### config.mk
export PLATFORM = sky130hd
export DESIGN_NAME = fir_cmem_ctrl
export DESIGN_NICKNAME = d
export VERILOG_FILES = /design/src/rtl/fir_pkg.sv /design/src/rtl/fir_cmem_ctrl.sv
export SDC_FILE = /design/constraint.sdc
export NUM_CORES = 1
export LEC_CHECK = 0
export BUFFER_PORTS_ARGS = -buffer_cell sky130_fd_sc_hd__buf_2
export CELL_PAD_IN_SITES_DETAIL_PLACEMENT = 0
export CELL_PAD_IN_SITES_GLOBAL_PLACEMENT = 1
export CORE_MARGIN = 8
export CORE_UTILIZATION = 35
export DETAILED_ROUTE_END_ITERATION = 6
export GPL_TIMING_DRIVEN = 0
export PLACE_DENSITY_LB_ADDON = 0.3
export RECOVER_POWER = 100
export SYNTH_ARGS = -nofsm -noshare
export SYNTH_HDL_FRONTEND = slang
export SYNTH_SLANG_ARGS = --single-unit
### constraint.sdc
create_clock -name clk -period 4 [get_ports clk]
set_input_delay 1 -clock clk [delete_from_list [all_inputs] [get_ports clk]]
set_output_delay 1 -clock clk [all_outputs]
set_load 0.02 [all_outputs]
### src/rtl/fir_pkg.sv
// Shared constants and FSM encoding for the FIR coefficient-memory controller.
package fir_pkg;
    localparam int AW_DEF   = 6;
    localparam int DW_DEF   = 16;
    localparam int NTAP_DEF = 2 ** AW_DEF;

    typedef enum logic [2:0] {
        IDLE,
        SWEEP,
        DRAIN,
        HOST_WR,
        HOST_RD,
        HOST_RSP
    } state_t;
endpackage

### src/rtl/fir_cmem_ctrl.sv
// Arbitrates a single-port coefficient RAM between full-table sweeps feeding
// the FIR datapath and single-word host reads/writes.
module fir_cmem_ctrl
    import fir_pkg::*;
#(
    parameter int AW   = AW_DEF,
    parameter int DW   = DW_DEF,
    parameter int NTAP = NTAP_DEF
) (
    input  logic          clk,
    input  logic          rst_n,
    input  logic          sweep_start,
    output logic          sweep_busy,
    output logic          sweep_drop,
    output logic          coef_valid,
    output logic [AW-1:0] coef_idx,
    output logic [DW-1:0] coef_data,
    output logic          coef_last,
    input  logic          host_req,
    input  logic          host_we,
    input  logic [AW-1:0] host_addr,
    input  logic [DW-1:0] host_wdata,
    output logic          host_ack,
    output logic          host_rvalid,
    output logic [DW-1:0] host_rdata,
    output logic          cmem_cen,
    output logic          cmem_wen,
    output logic [AW-1:0] cmem_a,
    output logic [DW-1:0] cmem_d,
    input  logic [DW-1:0] cmem_q
);
    localparam logic [AW-1:0] LAST_IDX = AW'(NTAP - 1);

    state_t          r_state;
    logic            r_prio;
    logic            r_cen, r_wen;
    logic [AW-1:0]   r_a;
    logic [DW-1:0]   r_d;
    logic            r_ack, r_rvalid;
    logic [DW-1:0]   r_rdata;
    logic            r_cvalid, r_clast;
    logic [AW-1:0]   r_cidx;
    logic            w_accept_sweep;

    // A pending host request with priority beats a simultaneous sweep_start.
    assign w_accept_sweep = (r_state == IDLE) && sweep_start && !(host_req && r_prio);

    assign sweep_drop  = rst_n && sweep_start && !w_accept_sweep;
    assign sweep_busy  = (r_state == SWEEP) || (r_state == DRAIN);
    assign coef_valid  = r_cvalid;
    assign coef_idx    = r_cidx;
    assign coef_last   = r_clast;
    assign coef_data   = cmem_q;
    assign host_ack    = r_ack;
    assign host_rvalid = r_rvalid;
    // Read data is live from the RAM in the response cycle, then held.
    assign host_rdata  = (r_state == HOST_RSP) ? cmem_q : r_rdata;
    assign cmem_cen    = r_cen;
    assign cmem_wen    = r_wen;
    assign cmem_a      = r_a;
    assign cmem_d      = r_d;

    always_ff @(posedge clk) begin
        if (!rst_n) begin
            r_state  <= IDLE;
            r_prio   <= 1'b0;
            r_cen    <= 1'b1;
            r_wen    <= 1'b1;
            r_a      <= '0;
            r_d      <= '0;
            r_ack    <= 1'b0;
            r_rvalid <= 1'b0;
            r_rdata  <= '0;
            r_cvalid <= 1'b0;
            r_clast  <= 1'b0;
            r_cidx   <= '0;
        end else begin
            r_cen    <= 1'b1;
            r_wen    <= 1'b1;
            r_a      <= '0;
            r_d      <= '0;
            r_ack    <= 1'b0;
            r_rvalid <= 1'b0;
            // Sweep data emerges one cycle after its read is issued.
            r_cvalid <= (r_state == SWEEP);
            r_clast  <= (r_state == SWEEP) && (r_a == LAST_IDX);
            r_cidx   <= r_a;
            case (r_state)
                IDLE: begin
                    if (w_accept_sweep) begin
                        r_state <= SWEEP;
                        r_cen   <= 1'b0;
                    end else if (host_req) begin
                        r_prio <= 1'b0;
                        r_cen  <= 1'b0;
                        r_a    <= host_addr;
                        if (host_we) begin
                            r_state <= HOST_WR;
                            r_wen   <= 1'b0;
                            r_d     <= host_wdata;
                            r_ack   <= 1'b1;
                        end else begin
                            r_state <= HOST_RD;
                        end
                    end
                end
                SWEEP: begin
                    if (r_a == LAST_IDX) begin
                        r_state <= DRAIN;
                        if (host_req) r_prio <= 1'b1;
                    end else begin
                        r_cen <= 1'b0;
                        r_a   <= r_a + 1'b1;
                    end
                end
                HOST_RD: begin
                    r_state  <= HOST_RSP;
                    r_ack    <= 1'b1;
                    r_rvalid <= 1'b1;
                end
                HOST_RSP: begin
                    r_state <= IDLE;
                    r_rdata <= cmem_q;
                end
                default: r_state <= IDLE;
            endcase
        end
    end
endmodule

After elaboration in Yosys (flattened, before gate mapping). Cells that the tools add are included. Widths: inputs -> output; s select.

Output and inout bits: 68. Register bits after elaboration: 54. Word-level logic and storage cells: 67. Bits of input ports: 43.

Bitwise logic cells: 4. Reduce and logical (&&, ||, !) cells: 15. Eq/ne operators: 10. Mux-type cells: 25. Add/subtract/negate cells: 1.

Operator list (count): $mux 6 (3); $mux 16 (1); $mux 1 (12); $mux 3 (4); $pmux 6 s2 (1); $pmux 3 s3 (1); $add 6x1->6 const B (1); $eq 3x3->1 const B (2); $eq 6x6->1 const B (1); $logic_and 1x1->1 (6); $ne 2x2->1 const B (3); $pmux 1 s2 (3); $reduce_and 5->1 (1); $reduce_or 5->1 (1); $not 1->1 (4); $reduce_or 4->1 (1); $eq 3x1->1 const B (1); $eq 3x2->1 const B (1); $logic_not 3->1 (1); $ne 3x3->1 const B (1); $logic_not 1->1 (2); $ne 2x1->1 const B (1); $reduce_and 2->1 (1); $reduce_bool 2->1 (1); $logic_or 1x1->1 (1).

Longest topological paths before layout.
Word-level depth: 5. Depth in mapped cells: 6. Gate-level depth less buffers: 5.

Worst setup path after synthesis. Ideal clock, no wire load.

Kind: input -> output. From: in rst_n. To: out sweep_drop. Slack: 1110 ps. Required time: 3000 ps. Path buffers: 2. Data arrival time: 1890 ps. Stages: 4. Cells stage by stage: clkbuf_1 -> clkbuf_1 -> nand2_1 -> a21oi_1.

Word-level cells in the longest chain between the ends: 2.

RTL lines: start, declared (line fir_cmem_ctrl.sv:11) `input logic rst_n,`; $logic_and 1x1->1 (2 in a row) (line fir_cmem_ctrl.sv:48) `assign sweep_drop = rst_n && sweep_start && !w_accept_sweep;`; end, declared (line fir_cmem_ctrl.sv:14) `output logic sweep_drop,`.

Every way passes these cells.

Worst setup path after layout.
From: reg r_state[0]. To: out host_rdata[5].

Word-level cells in the longest chain between the ends: 2.

RTL lines: start, declared (line fir_cmem_ctrl.sv:34) `state_t r_state;`; start signal, assigned (line fir_cmem_ctrl.sv:65) `r_state <= IDLE;`; start signal, assigned (line fir_cmem_ctrl.sv:91) `r_state <= SWEEP;`; start signal, assigned (line fir_cmem_ctrl.sv:98) `r_state <= HOST_WR;`; $eq 3x3->1 (line fir_cmem_ctrl.sv:57) `assign host_rdata = (r_state == HOST_RSP) ? cmem_q : r_rdata;`; $mux 16 (line fir_cmem_ctrl.sv:57); end, declared (line fir_cmem_ctrl.sv:25) `output logic [DW-1:0] host_rdata,`.

Every way passes these cells.

==> out/results.txt <==
The clock period could shrink to 3.38 ns. In the global route stage, overall resource usage came out at 11.0%. Total power for the finished layout comes to 1050 uW. The endpoint identified for the worst register-to-register timing path is r_rdata[5]$_SDFF_PN0_.

The internal power came out at 790 uW. Among all cell types in the netlist, the one instantiated most often is dfxtp_1. In this run switching power makes up 24.6% of total power. The netlist area before placement was 2160 um2. The number of flops mapped to enable cells by yosys is 0.

The kind of start point of the critical path is a flop. During I/O placement, the number of pins put on the boundary was 111. After synthesis the netlist holds a flip-flop and latch count of 54.

The tools report the max-slew violation count as 0. The depth of the most critical reg-to-reg path is 5, and the final hold violation count is 0. The clock network accounts for 34.0% of the total power. The number of setup buffers added after CTS was 0.

Setup repair after global routing left no endpoint under its margin. TritonCTS built the clock tree. The first global-routing pass estimated 7970 um of wire.

The tree built by TritonCTS fans out to 54 sinks. Synthesis handed over a netlist of 198 instances. Summing the areas of all and, or, nand and nor instances in the mapped netlist gives 23.1% of the synthesized area. The clock root buffer is clkbuf_8. For the pin with the worst max-slew slack, the measured transition is 1.09 ns.

Placeable core region: 5960 um2. The tool flagged a number of max-cap violations equal to 0. For this run, the share of the core covered by cells in the final layout is 46.4%.

The area enclosed by the die boundary is 8940 um2. The number of hold buffers added after CTS was 0. Clock-pin slew was measured on the worst setup and hold paths at 0.09 ns. By area, the combinational part of the netlist is dominated by simple AND/OR/NAND/NOR gates. Power per unit of standard cell area: 379 nW/um2.

The kind of path behind the tightest hold check is reg2reg. The critical setup path kind was reg2out. After detailed routing, the number of remaining DRC violations is 0. dfxtp_1 takes more of the synthesized area than any other cell. The tools report the achievable frequency as 296 MHz. Summed over its instances, the top area cell type makes up 50.1% of the synthesized netlist area.

The tools report the number of global-route vias before repair as 1,752. The count of buffers added on input and output ports is 109. The clock latency of the later-clocked register in the worst-skew pair is 0.30 ns. The layout has 645 filler cells.

After synthesis, the mean cell area works out to 10.9 um2. The share of the synthesized area in compound gates (AO/OA/AOI/OAI) was 4.58%; the number of instances on the worst hold path was 1. In the synthesized netlist, the cells that appear most often are dfxtp_1, and2_1, buf_4, mux2_4, nor2_1. Data on the critical path is required at its endpoint by 3.00 ns. The first detailed-routing pass took 4 iterations. From synthesis to final layout, the design area changed by 27.9%. Cells with a size suffix above 1 make up 27.9% of the layout. The net switching power of the design came out at 257 uW. The worst path arrival time was 2.38 ns; the distinct cell type count after synthesis was 35. The via count is 1,704, and the placer's final routability congestion estimate is 0.743. Synthesis produced a netlist with a net count of 242. After layout, the worst path uses 84.4% of the clock period. Using the TritonRoute via totals, the vias-per-cell ratio works out to 4.37.

Post-CTS repair changed the size of 0 cells. For hold timing, the worst endpoint is coef_idx[3]$_SDFF_PN0_. The HPWL after detailed placement is 3980 um. Of all flip-flops after synthesis, the portion carrying an async set or reset was 0%. In this run, the number of DRC markers left after iteration 0 of detailed routing was 20. By area the synthesized netlist is led by dfxtp_1, and2_1, mux2_4, buf_4, mux2_2. Measured against its own limit, the worst slew margin works out to 27.0%.

The portion of synthesized area spent on multiplexers is 10.1%. The initialized floorplan defines 28 standard-cell rows. The flow ran to the end, and the final reports show no timing, DRC or antenna violations. For the worst clock skew, the log shows 0.00666 ns. For the sum of overflow across all layers after global routing, the log shows 0.

The number of setup violations in the final report came out at 0. The tools report the largest net degree at the start of global routing as 17. The register area share after synthesis was 50.1%.

The die is 94.6 um tall. Summing the areas of all xor and xnor instances in the mapped netlist gives 2.03% of the synthesized area. The startpoint identified for the worst hold timing path is cmem_a[3]$_SDFF_PN0_.

The peak ir drop on the vdd network was 0.212 mV; the number of antenna violations at the first check in global routing was 0. After routing, the total negative slack on setup checks comes to 0 ns. For flop-to-flop paths, the worst setup slack is 1.84 ns. In this run the number of H-tree levels came out at 2.

In this run the deepest clock path goes through 2 buffers. The net count of the finished layout came out at 358. The routed wirelength normalized by instance count works out to 13.1 um. The most used flip-flop cell after synthesis is dfxtp_1. In this run, the combinational gates consume 12.8% of the power. Once detail routing completed, the nets flagged for antenna violations numbered 0.

For this design the static power due to leakage is 0.00126 uW. Horizontal extent of the die: 94.6 um. Summing the areas of all fa, ha and maj instances in the mapped netlist gives 0.579% of the synthesized area. Along the worst path, the maximum fanout reaches 10.

The initial utilization of the core area, before any placement, comes to 36.3%. For this block, the routed nets add up to 5110 um of wire. Endpoint kind of the worst setup timing path: an output port.

Counting the buffers created by CTS gives 5. Per report_power, the sequential group accounts for 53.2% of the total. The worst flop-to-flop path startpoint was r_state[0]$_SDFFE_PN0P_.

The repair_antennas step left the layout with diodes totalling 0. For this run, the number of Yosys warnings is 0.
## registers in the layout, summed over array words and instances (netlist names)
name	count
cmem_d	16
r_rdata	16
cmem_a	6
coef_idx	6
r_state	3
cmem_cen	1
cmem_wen	1
coef_last	1
coef_valid	1
host_ack	1
host_rvalid	1
r_prio	1
## per-layer routing
metal	global-route usage, %	vias up	part of all wire [%]
li1	-	868	-
met1	11.8	768	40
met2	19.6	63	47
met3	4.05	5	12
met4	3.90	0	0.96
met5	0	-	0
## layout by cell type, fill, tap and decap left out, drive strengths merged
cell type,instances
nand2b,2
a22oi,2
or2,1
nand3b,2
clkinv,2
o21ai,1
nand4,4
nor3,1
nand3,4
bufinv,1
buf,66
a221oi,1
nor2b,4
o211a,1
nand2,7
xnor2,2
o211ai,1
a21oi,3
xor2,3
inv,3
o221a,1
nor3b,1
nor2,9
mux2,16
and3,4
dfxtp,54
and4,1
and2,40
clkbuf,74
ha,1
a32oi,2
o31a,1
## worst max path at each step
stage / startpoint / endpoint / slack (ns) / cells after the start
2_1_floorplan: rst_n / sweep_drop / 1.11 / 4
3_3_place_gp: rst_n / sweep_drop / 0.88 / 5
3_5_place_dp: rst_n / sweep_drop / 0.91 / 5
4_1_cts: rst_n / sweep_drop / 0.88 / 5
5_1_grt: r_state[0]$_SDFFE_PN0P_ / host_rdata[5] / 0.42 / 5
6_report: r_state[0]$_SDFFE_PN0P_ / host_rdata[5] / 0.62 / 5
## per-stage QoR
step                std cells  hold WS, ns  setup WS, ns  area (um2)
floorplan                 198        0.510          1.11        2160
global placement          382        0.519         0.879        2800
detailed placement        382        0.523         0.905        2800
CTS                       390        0.538         0.884        2910
global route              390        0.560         0.424        2760
finish                    390        0.533         0.624        2760
## power groups by stage
stage                     clock network (uW)  logic, uW  registers [uW]
after floorplan                            0       80.7             580
after global placement                     0        147             569
after detailed placement                   0        148             570
after CTS                                373        149             557
after global routing                     395        148             559
final                                    355        134             557
## cells by family after synthesis
kind of cell,count (synthesis)
flops,54
xor+xnor,5
buf+inv,29
fa+ha+maj,1
simple gates,80
mux,16
compound gates,13
## worst max-delay path, stage by stage, from the launching register on
cell and delay (ns):
dfxtp_1 0.32, clkbuf_1 0.38, nand3b_1 0.39, clkbuf_1 0.39, mux2_1 0.42, buf_2 0.17
## layout make-up
class                      instances  area, um2  area share [%]
inverter                           3       11.3           0.408
buffer                            26        169            6.12
tap                               75       93.8            3.40
multi-input combinational        115        828            30.0
timing repair buffer             109        469            17.0
clock inverter                     3       40.0            1.45
sequential                        54       1080            39.1
clock buffer                       5       68.8            2.49
No activity file was read; power rests on OpenSTA's default activity.
